[src/rtl/dmem_pkg.sv]
// Shared definitions for the data-memory arbiter: FSM states, port indices
// and default bus widths.
package dmem_pkg;

    // Arbiter ownership states: free, held by the core, held by the loader.
    typedef enum logic [1:0] {
        IDLE = 2'd0,
        OWN0 = 2'd1,
        OWN1 = 2'd2
    } state_t;

    // Requester indices, also used as the round-robin pointer value.
    localparam logic PORT_CORE = 1'b0;
    localparam logic PORT_LOAD = 1'b1;

    localparam int DEF_ADDRESS_WIDTH = 32;
    localparam int DEF_DATA_WIDTH    = 32;

endpackage

[src/rtl/rr_pick2.sv]
// Combinational 2-way round-robin picker. ptr names the port that wins
// when both request; a lone requester always wins.
module rr_pick2 (
    input  logic [1:0] req,
    input  logic       ptr,
    output logic [1:0] gnt
);

    // One-hot grant from the eligible requests and the tie-break pointer.
    always_comb begin
        gnt = 2'b00;
        if (req[0] && req[1]) begin
            gnt = ptr ? 2'b10 : 2'b01;
        end else if (req[0]) begin
            gnt = 2'b01;
        end else if (req[1]) begin
            gnt = 2'b10;
        end
    end

endmodule

[src/rtl/dmem_arbiter.sv]
// Two-port arbiter in front of a single-ported data memory with a 1-cycle
// registered read. Port 0 is the core load/store unit, port 1 the loader/DMA.
//
// Handshake: a beat transfers in any cycle where req_x && gnt_x. gnt_x is a
// combinational function of this cycle's requests and the ownership state,
// so a requester may present a new beat every cycle. A transferred read
// returns rvalid_x exactly one cycle later; rdata_x is 0 whenever rvalid_x
// is low. Writes return nothing.
module dmem_arbiter
    import dmem_pkg::*;
#(
    parameter int ADDRESS_WIDTH = DEF_ADDRESS_WIDTH,
    parameter int DATA_WIDTH    = DEF_DATA_WIDTH
) (
    input  logic                     clk,
    input  logic                     rst_n,
    // port 0: core load/store unit
    input  logic                     req_0,
    input  logic                     lock_0,
    input  logic                     we_0,
    input  logic [ADDRESS_WIDTH-1:0] addr_0,
    input  logic [DATA_WIDTH-1:0]    wdata_0,
    output logic                     gnt_0,
    output logic                     rvalid_0,
    output logic [DATA_WIDTH-1:0]    rdata_0,
    // port 1: loader/DMA
    input  logic                     req_1,
    input  logic                     lock_1,
    input  logic                     we_1,
    input  logic [ADDRESS_WIDTH-1:0] addr_1,
    input  logic [DATA_WIDTH-1:0]    wdata_1,
    output logic                     gnt_1,
    output logic                     rvalid_1,
    output logic [DATA_WIDTH-1:0]    rdata_1,
    // memory side
    output logic                     mem_we,
    output logic [ADDRESS_WIDTH-1:0] mem_a,
    output logic [DATA_WIDTH-1:0]    mem_wd,
    input  logic [DATA_WIDTH-1:0]    mem_rd,
    // ownership state for observation
    output logic [1:0]               dbg_state
);

    state_t                   state;
    logic                     ptr;       // port that wins a tie in IDLE
    logic [1:0]               rd_pend;   // one-hot: read issued last cycle
    logic [ADDRESS_WIDTH-1:0] a_hold;
    logic [DATA_WIDTH-1:0]    wd_hold;

    logic [1:0]               elig;
    logic [1:0]               gnt;
    logic                     any_gnt;
    logic                     sel;
    logic                     g_we;
    logic                     g_lock;
    logic [ADDRESS_WIDTH-1:0] g_addr;
    logic [DATA_WIDTH-1:0]    g_wd;

    // Requests that may be granted: an owner shuts out the other port, and
    // nothing is granted while reset is held.
    always_comb begin
        elig = 2'b00;
        case (state)
            IDLE:    elig = {req_1, req_0};
            OWN0:    elig = {1'b0, req_0};
            OWN1:    elig = {req_1, 1'b0};
            default: elig = 2'b00;
        endcase
        if (!rst_n) begin
            elig = 2'b00;
        end
    end

    rr_pick2 u_pick (
        .req (elig),
        .ptr (ptr),
        .gnt (gnt)
    );

    assign any_gnt = |gnt;
    assign sel     = gnt[1];
    assign gnt_0   = gnt[0];
    assign gnt_1   = gnt[1];

    // Steer the granted port's beat onto the memory bus.
    always_comb begin
        g_we   = we_0;
        g_lock = lock_0;
        g_addr = addr_0;
        g_wd   = wdata_0;
        if (sel) begin
            g_we   = we_1;
            g_lock = lock_1;
            g_addr = addr_1;
            g_wd   = wdata_1;
        end
    end

    // Address and write data hold their last granted values when idle.
    assign mem_we = any_gnt & g_we;
    assign mem_a  = any_gnt ? g_addr : a_hold;
    assign mem_wd = any_gnt ? g_wd : wd_hold;

    // Ownership FSM and round-robin pointer. In OWNx the only way to see no
    // grant is req_x low, which also releases ownership.
    always_ff @(posedge clk or negedge rst_n) begin
        if (!rst_n) begin
            state <= IDLE;
            ptr   <= PORT_CORE;
        end else if (any_gnt) begin
            ptr <= ~sel;
            if (g_lock) begin
                state <= sel ? OWN1 : OWN0;
            end else begin
                state <= IDLE;
            end
        end else begin
            state <= IDLE;
        end
    end

    // Bus hold registers and the read tag that routes mem_rd back next cycle.
    always_ff @(posedge clk or negedge rst_n) begin
        if (!rst_n) begin
            a_hold  <= '0;
            wd_hold <= '0;
            rd_pend <= 2'b00;
        end else begin
            if (any_gnt) begin
                a_hold  <= g_addr;
                wd_hold <= g_wd;
            end
            rd_pend <= (any_gnt && !g_we) ? gnt : 2'b00;
        end
    end

    assign rvalid_0  = rd_pend[0];
    assign rvalid_1  = rd_pend[1];
    assign rdata_0   = rd_pend[0] ? mem_rd : '0;
    assign rdata_1   = rd_pend[1] ? mem_rd : '0;
    assign dbg_state = state;

endmodule

[config.mk]
export PLATFORM = sky130hd
export DESIGN_NAME = dmem_arbiter
export DESIGN_NICKNAME = d
export VERILOG_FILES = /design/src/rtl/dmem_pkg.sv /design/src/rtl/rr_pick2.sv /design/src/rtl/dmem_arbiter.sv
export SDC_FILE = /design/constraint.sdc
export NUM_CORES = 1
export LEC_CHECK = 0
export ABC_AREA = 1
export BUFFER_PORTS_ARGS = -buffer_cell sky130_fd_sc_hd__buf_2
export CAP_MARGIN = 20
export CORE_AREA = 5 5 115 117
export CTS_BUF_LIST = sky130_fd_sc_hd__clkbuf_4 sky130_fd_sc_hd__clkbuf_8
export DETAILED_ROUTE_END_ITERATION = 16
export DIE_AREA = 0 0 120 122
export PLACE_DENSITY = 0.68
export SYNTH_ARGS = -nofsm -noshare
export SYNTH_HDL_FRONTEND = slang
export SYNTH_SLANG_ARGS = --single-unit
[constraint.sdc]
create_clock -name clk -period 2.2 [get_ports clk]
set_input_delay 0.33 -clock clk [delete_from_list [all_inputs] [get_ports clk]]
set_output_delay 0.33 -clock clk [all_outputs]
set_load 0.1 [all_outputs]
==> results of run 1 <==
-- area by class of cell --
cell class	count	area, um2
fill	1015	4020
inverter	138	526
antenna	1	2.50
timing repair buffer	342	3120
multi-input combinational	405	2470
clock buffer	13	173
sequential	69	1730
clock inverter	1	30.0
tap	150	188
-- stage by stage --
step	std cells	hold WS (ps)	util [%]	setup WS [ps]	setup TNS, ps
finish	1119	70.3	67.2	10.3	0
floorplan	658	34.4	-	15.0	0
global route	1118	82.3	67.2	-59.5	-1340
detailed placement	1086	164	61.4	162	0
global placement	1086	161	61.4	137	0
CTS	1101	35.1	63.5	-45.4	-174
-- final timing paths --
path | endpoint | slack, ps | cells after the start
max in group asynchronous | dbg_state[1] | 1490 | 2
setup reg to reg | a_hold[3] | 700 | 9
hold reg to reg | a_hold[1] | 510 | 2
setup / recovery | mem_a[9] | 10 | 7
hold / removal | wd_hold[4] | 70 | 2
min in group clk | dbg_state[1] | 170 | 3
-- cells in the mapped netlist, drive strengths merged --
| master | instances |
|---|---|
| buf | 32 |
| o21ai | 2 |
| nor2 | 6 |
| nand3 | 132 |
| a21oi | 64 |
| clkbuf | 15 |
| inv | 138 |
| dfrtp | 69 |
| nand2 | 200 |
-- repair_timing --
| item | 4_1_cts | 5_1_grt |
|---|---|---|
| gates cloned | 0 | 10 |
| buffers inserted | 0 | 7 |
| hold endpoints to repair | 4 | 0 |
| hold buffers | 1 | 0 |
| resized for setup | 8 | 46 |
| pin swaps | 0 | 12 |
| setup endpoints to repair | 42 | 63 |
-- metal layers --
layer / wire length, um / track usage (%) / vias up
met2: 9750 / 40.6 / 254
met4: 405 / 7.87 / 2
met3: 1830 / 9.05 / 33
met1: 7060 / 25.4 / 2505
li1: - / - / 2617
met5: 20 / 0 / -
-- state kept, by name (all words and copies together), names as in the netlist --
name       flops
a_hold        32
dbg_state      2
ptr            1
rd_pend        2
wd_hold       32
-- kinds of logic after synthesis --
| kind of cell | share of synthesized area (%) |
|---|---|
| AND/OR/NAND/NOR | 33.9 |
| flip-flops | 40.6 |
| AO/OA/AOI/OAI | 7.77 |
| buffers and inverters | 17.8 |
-- cell usage in the layout (no fill, tap or decap), drive strengths merged --
master         n
diode          1
inv          138
dlygate4sd3    1
bufinv         1
buf          335
clkbuf        19
nor2           6
nand2        200
nand3        133
dfrtp         69
a21oi         64
o21ai          2
-- power by group through the flow --
| stage | Sequential (mW) | Clock [mW] | Combinational, mW |
|---|---|---|---|
| finish | 1.56 | 1.11 | 4.27 |
| global route | 1.59 | 1.18 | 4.42 |
| floorplan | 1.58 | 0 | 2.65 |
| detailed placement | 1.58 | 0 | 4.12 |
| global placement | 1.58 | 0 | 4.11 |
| CTS | 1.56 | 1.14 | 4.14 |
==> out/metrics.cfg, run 1 <==
[status]
status = completed

[yosys]
synth_warnings = 0
synth_area_per_cell_um2 = 6.46
synth_nets = 826
synthTopCellsByArea = dfrtp_1, nand2_1, nand3_1
netlist_area_um2 = 4250
synth_top_area_share_pct = 40.6
ys_ff_latch = 69
yosys.area.top_type = dfrtp_1
ys_types = 14
syn_inst = 658
synth_seq_area_share_pct = 40.6

[global_routing]
grt_max_degree = 44
antenna_found_initial = 2
track_usage_pct = 23.1
grt_first_pass_wirelength_um = 26600
grt-ovfl-total = 0
grt_pass1_vias = 5094

[sta]
finalClockSkew_ps = 10.5
clock.fmax_ghz = 0.457
max_slew_margin_pct = 62.7
hold_violations = 0
rsz0062_at_grt = true
finalMaxSlewViolations = 0
worst-slew-pin-transition_ps = 560
finalSetupViolCount = 0
period_needed_ps = 2190
fin_crit_sh_pct = 99.5

[run]
drv_cap = 0

[route]
viasPerCell = 4.84
drtIter0Drc = 208
routed_wl_um = 19100
drtPass1Iterations = 5
drc = 0
num_vias = 5411
avgRoutedWirePerCell_um = 17.0
ant_nets = 0

[placement]
io_buffers = 302
dpl_cell_area_um2 = 7530
gp_congestion = 0.818
dpl.hpwl_um = 13000

[power_and_ir_drop]
p_sw_share_pct = 49.6
p_clk_share_pct = 16.0
p_total_mw = 6.95
pwr-share-comb_pct = 61.5
seqPwrFrac_pct = 22.5
p_per_area_nw_per_um2 = 843
switchingPower_mw = 3.44
leakagePower_nw = 4.97
internal_power_mw = 3.51
vdd_drop_max_uv = 604

[floorplan]
io_pins = 303
coreArea_um2 = 12300
rows = 41
die-area_um2 = 14600
die_y_um = 122
start_util_pct = 34.7
chipWidth_um = 120

[critical_path]
path_max_fanout = 18
crit_start = dbg_state[1]
cp_num_buf_inv = 3
crit_chain = inv_2, nand3_4, buf_12, a21oi_1, nand2_1, nand3_4, buf_12
rr_startpoint = dbg_state[0]
cp_top_family = buffers and inverters
critical_path_class = reg2out
arrival_ps = 1860
crit_path_top_delay_cell = dfrtp_2
start_kind = flip-flop
cp.required_ps = 1870
critPathMaxStageDelay_ps = 440
crit_path_end_kind = output pin

[cells_and_area]
area_growth_pct = 93.9
design_area_um2 = 8240
drive_above_1_share_pct = 47.2
num-nets-final = 1133

[clock_network]
clk_path_buf_depth = 2
cts.sinks = 69
clk_pin_slew_ps = 80
clockRootBuffer = clkbuf_8
clk_latency_ps = 360
cts_made_buffers = 9
cts_tree = yes
htreeDepth = 3

[min_path]
worstHoldPathType = in2async

Note: power is estimated with default switching activity, not from simulation.
==> run 2: changes to the inputs <==
Settings changed: CTS_CLUSTER_DIAMETER set to 60.
Clock period 2.2 ns to 2.5 ns, I/O delays scaled along.
==> out/metrics.cfg, run 2 (same netlist as run 1, synthesis figures left out) <==
[status]
status = completed  ; unchanged

[cells_and_area]
num-nets-final = 1109  ; was 1,133
area_growth_pct = 76.0  ; was 93.9%
drive_above_1_share_pct = 43.0  ; was 47.2%
layout_common_cells = buf_2, nand2_1, inv_1  ; unchanged
mostFrequentLayoutCell = buf_2  ; unchanged
final-seq-area_um2 = 1730  ; about the same
fill_cells = 1114  ; was 1,015
multi_input_area_um2 = 2110  ; was 2470 um2
largest_registers = a_hold x32, wd_hold x32  ; unchanged

[run]
drv_cap = 0  ; unchanged

[power_and_ir_drop]
vdd_drop_max_uv = 420  ; was 604 uV
leakagePower_nw = 4.72  ; was 4.97 nW
pwr-share-comb_pct = 58.2  ; was 61.5%
internal_power_mw = 3.09  ; was 3.51 mW
seqPwrFrac_pct = 22.6  ; was 22.5%
p_per_area_nw_per_um2 = 804  ; was 843 nW/um2
p_total_mw = 6.02  ; was 6.95 mW
p_clk_share_pct = 19.2  ; was 16.0%
switchingPower_mw = 2.93  ; was 3.44 mW
p_sw_share_pct = 48.7  ; was 49.6%

[floorplan]
io_pins = 303  ; unchanged
start_util_pct = 34.7  ; unchanged
coreArea_um2 = 12300  ; unchanged
die_y_um = 122  ; unchanged
die-area_um2 = 14600  ; unchanged
chipWidth_um = 120  ; unchanged
rows = 41  ; unchanged

[sta]
fin_tns_setup_ps = 0  ; unchanged
period_needed_ps = 2300
hold_violations = 0  ; unchanged
finalSetupViolCount = 0  ; unchanged
finalMaxSlewViolations = 0  ; unchanged
clock.fmax_ghz = 0.434
finalClockSkew_ps = 11.6  ; was 10.5 ps
max_slew_margin_pct = 50.4  ; was 62.7%
rsz0062_at_grt = false  ; was true
fin_crit_sh_pct = 92.1
worst-slew-pin-transition_ps = 745  ; was 560 ps

[clock_network]
cts_made_buffers = 9  ; unchanged
clk_latency_ps = 340  ; was 360 ps
clk_path_buf_depth = 2  ; unchanged
clk_pin_slew_ps = 80  ; about the same
clockRootBuffer = clkbuf_8  ; unchanged
htreeDepth = 3  ; unchanged
cts.sinks = 69  ; unchanged
cts_tree = yes  ; unchanged

[global_routing]
antenna_found_initial = 3  ; was 2
grt-ovfl-total = 0  ; unchanged
use_met3_pct = 5.80  ; was 9.05%
grt-busiest-layer = met2  ; unchanged
track_usage_pct = 22.0  ; was 23.1%
grt_use_met2_pct = 40.2  ; was 40.6%
grt_max_degree = 66  ; was 44
grt_first_pass_wirelength_um = 25800  ; was 26,600 um
grt_pass1_vias = 5204  ; was 5,094
grtUsageMet1_pct = 24.1  ; was 25.4%

[critical_path]
reg2reg_depth = 7  ; was 9
rr_startpoint = dbg_state[0]  ; unchanged
start_kind = flip-flop  ; unchanged
critical_path_class = reg2out  ; unchanged
cp.required_ps = 2120  ; was 1870 ps
rrSetupSlack_ps = 1000  ; was 700 ps
r2r-end = wd_hold[28]  ; was a_hold[3]
path_max_fanout = 19  ; was 18
crit_path_end_kind = output pin  ; unchanged
arrival_ps = 1930  ; was 1860 ps

[route]
ant_nets = 0  ; unchanged
viasPerCell = 4.77  ; was 4.84
drc = 0  ; unchanged
drtIter0Drc = 180  ; was 208
routed_wl_um = 16900  ; was 19,100 um
num_vias = 5245  ; was 5,411
drtPass1Iterations = 4  ; was 5
avgRoutedWirePerCell_um = 15.4  ; was 17.0 um

[placement]
io_buffers = 302  ; unchanged
dpl.hpwl_um = 12800  ; was 13,000 um
gp_congestion = 0.856  ; was 0.818

[min_path]
worstHoldPathType = in2async  ; unchanged

==> run 2: cell types whose count changed in the layout (fill, tap and decap cells not counted), sizes merged <==
cell         previous run  this run
clkbuf                 19        11
bufinv                  1         3
buf                   335       317
diode                   1         3
inv                   138       139
dlygate4sd3             1         2
clkinvlp                0         1
nand3                 133       132
==> run 2: area by class of cell <==
cell class | instances | area share (%)
Antenna cell | 3 | 0.100
Clock buffer | 11 | 1.94
Timing Repair Buffer | 319 | 35.7
Inverter | 138 | 6.99
Sequential cell | 69 | 23.1
Tap cell | 150 | 2.51
Multi-Input combinational cell | 404 | 28.2
Clock inverter | 5 | 1.42
==> run 2: critical path: stages, from the launching register on <==
cell     delay [ps]
dfrtp_2         410
inv_1            60
nand3_2         130
inv_6           190
buf_4           270
nand3_1         170
nand2_1         130
nor2_2           50
buf_12          170
==> run 2: timing repair <==
item                                    CTS  global route
hold buffers                              2             0
endpoints found under the hold margin     8             0
endpoints found under the setup margin   20            18
resized for setup                         2             2
buffers inserted                          0             0
==> run 2: worst max path at each step <==
stage                 to  depth (start not counted)         start
5_1_grt           mem_we                          8  dbg_state[0]
6_report          mem_we                          8  dbg_state[0]
3_5_place_dp   mem_a[25]                          7         rst_n
4_1_cts           mem_we                          9  dbg_state[0]
2_1_floorplan     mem_we                          7  dbg_state[1]
3_3_place_gp   mem_a[25]                          7         rst_n
==> run 2: per-layer routing <==
metal	vias up	wire length, um
li1	2573	-
met1	2395	6190
met2	249	8840
met3	28	1390
met4	0	451
met5	-	0
==> run 2: power by group through the flow <==
stage | clock [mW] | sequential, mW | combinational, mW
CTS | 1.18 | 1.36 | 3.52
global route | 1.23 | 1.38 | 3.64
detailed placement | 0 | 1.38 | 3.52
finish | 1.16 | 1.36 | 3.50
floorplan | 0 | 1.39 | 2.25
global placement | 0 | 1.37 | 3.50
==> run 2: through the flow <==
| step | instances | utilization (%) | hold WS [ps] | worst slack [ps] | cell area, um2 |
|---|---|---|---|---|---|
| after floorplan | 658 | - | 79.4 | 102 | 4580 |
| after global placement | 1078 | 58.6 | 372 | 350 | 7190 |
| after detailed placement | 1078 | 58.6 | 371 | 301 | 7190 |
| after CTS | 1096 | 60.9 | 232 | 82.7 | 7470 |
| after global routing | 1099 | 61.0 | 242 | 56.9 | 7480 |
| final | 1099 | 61.0 | 228 | 198 | 7480 |
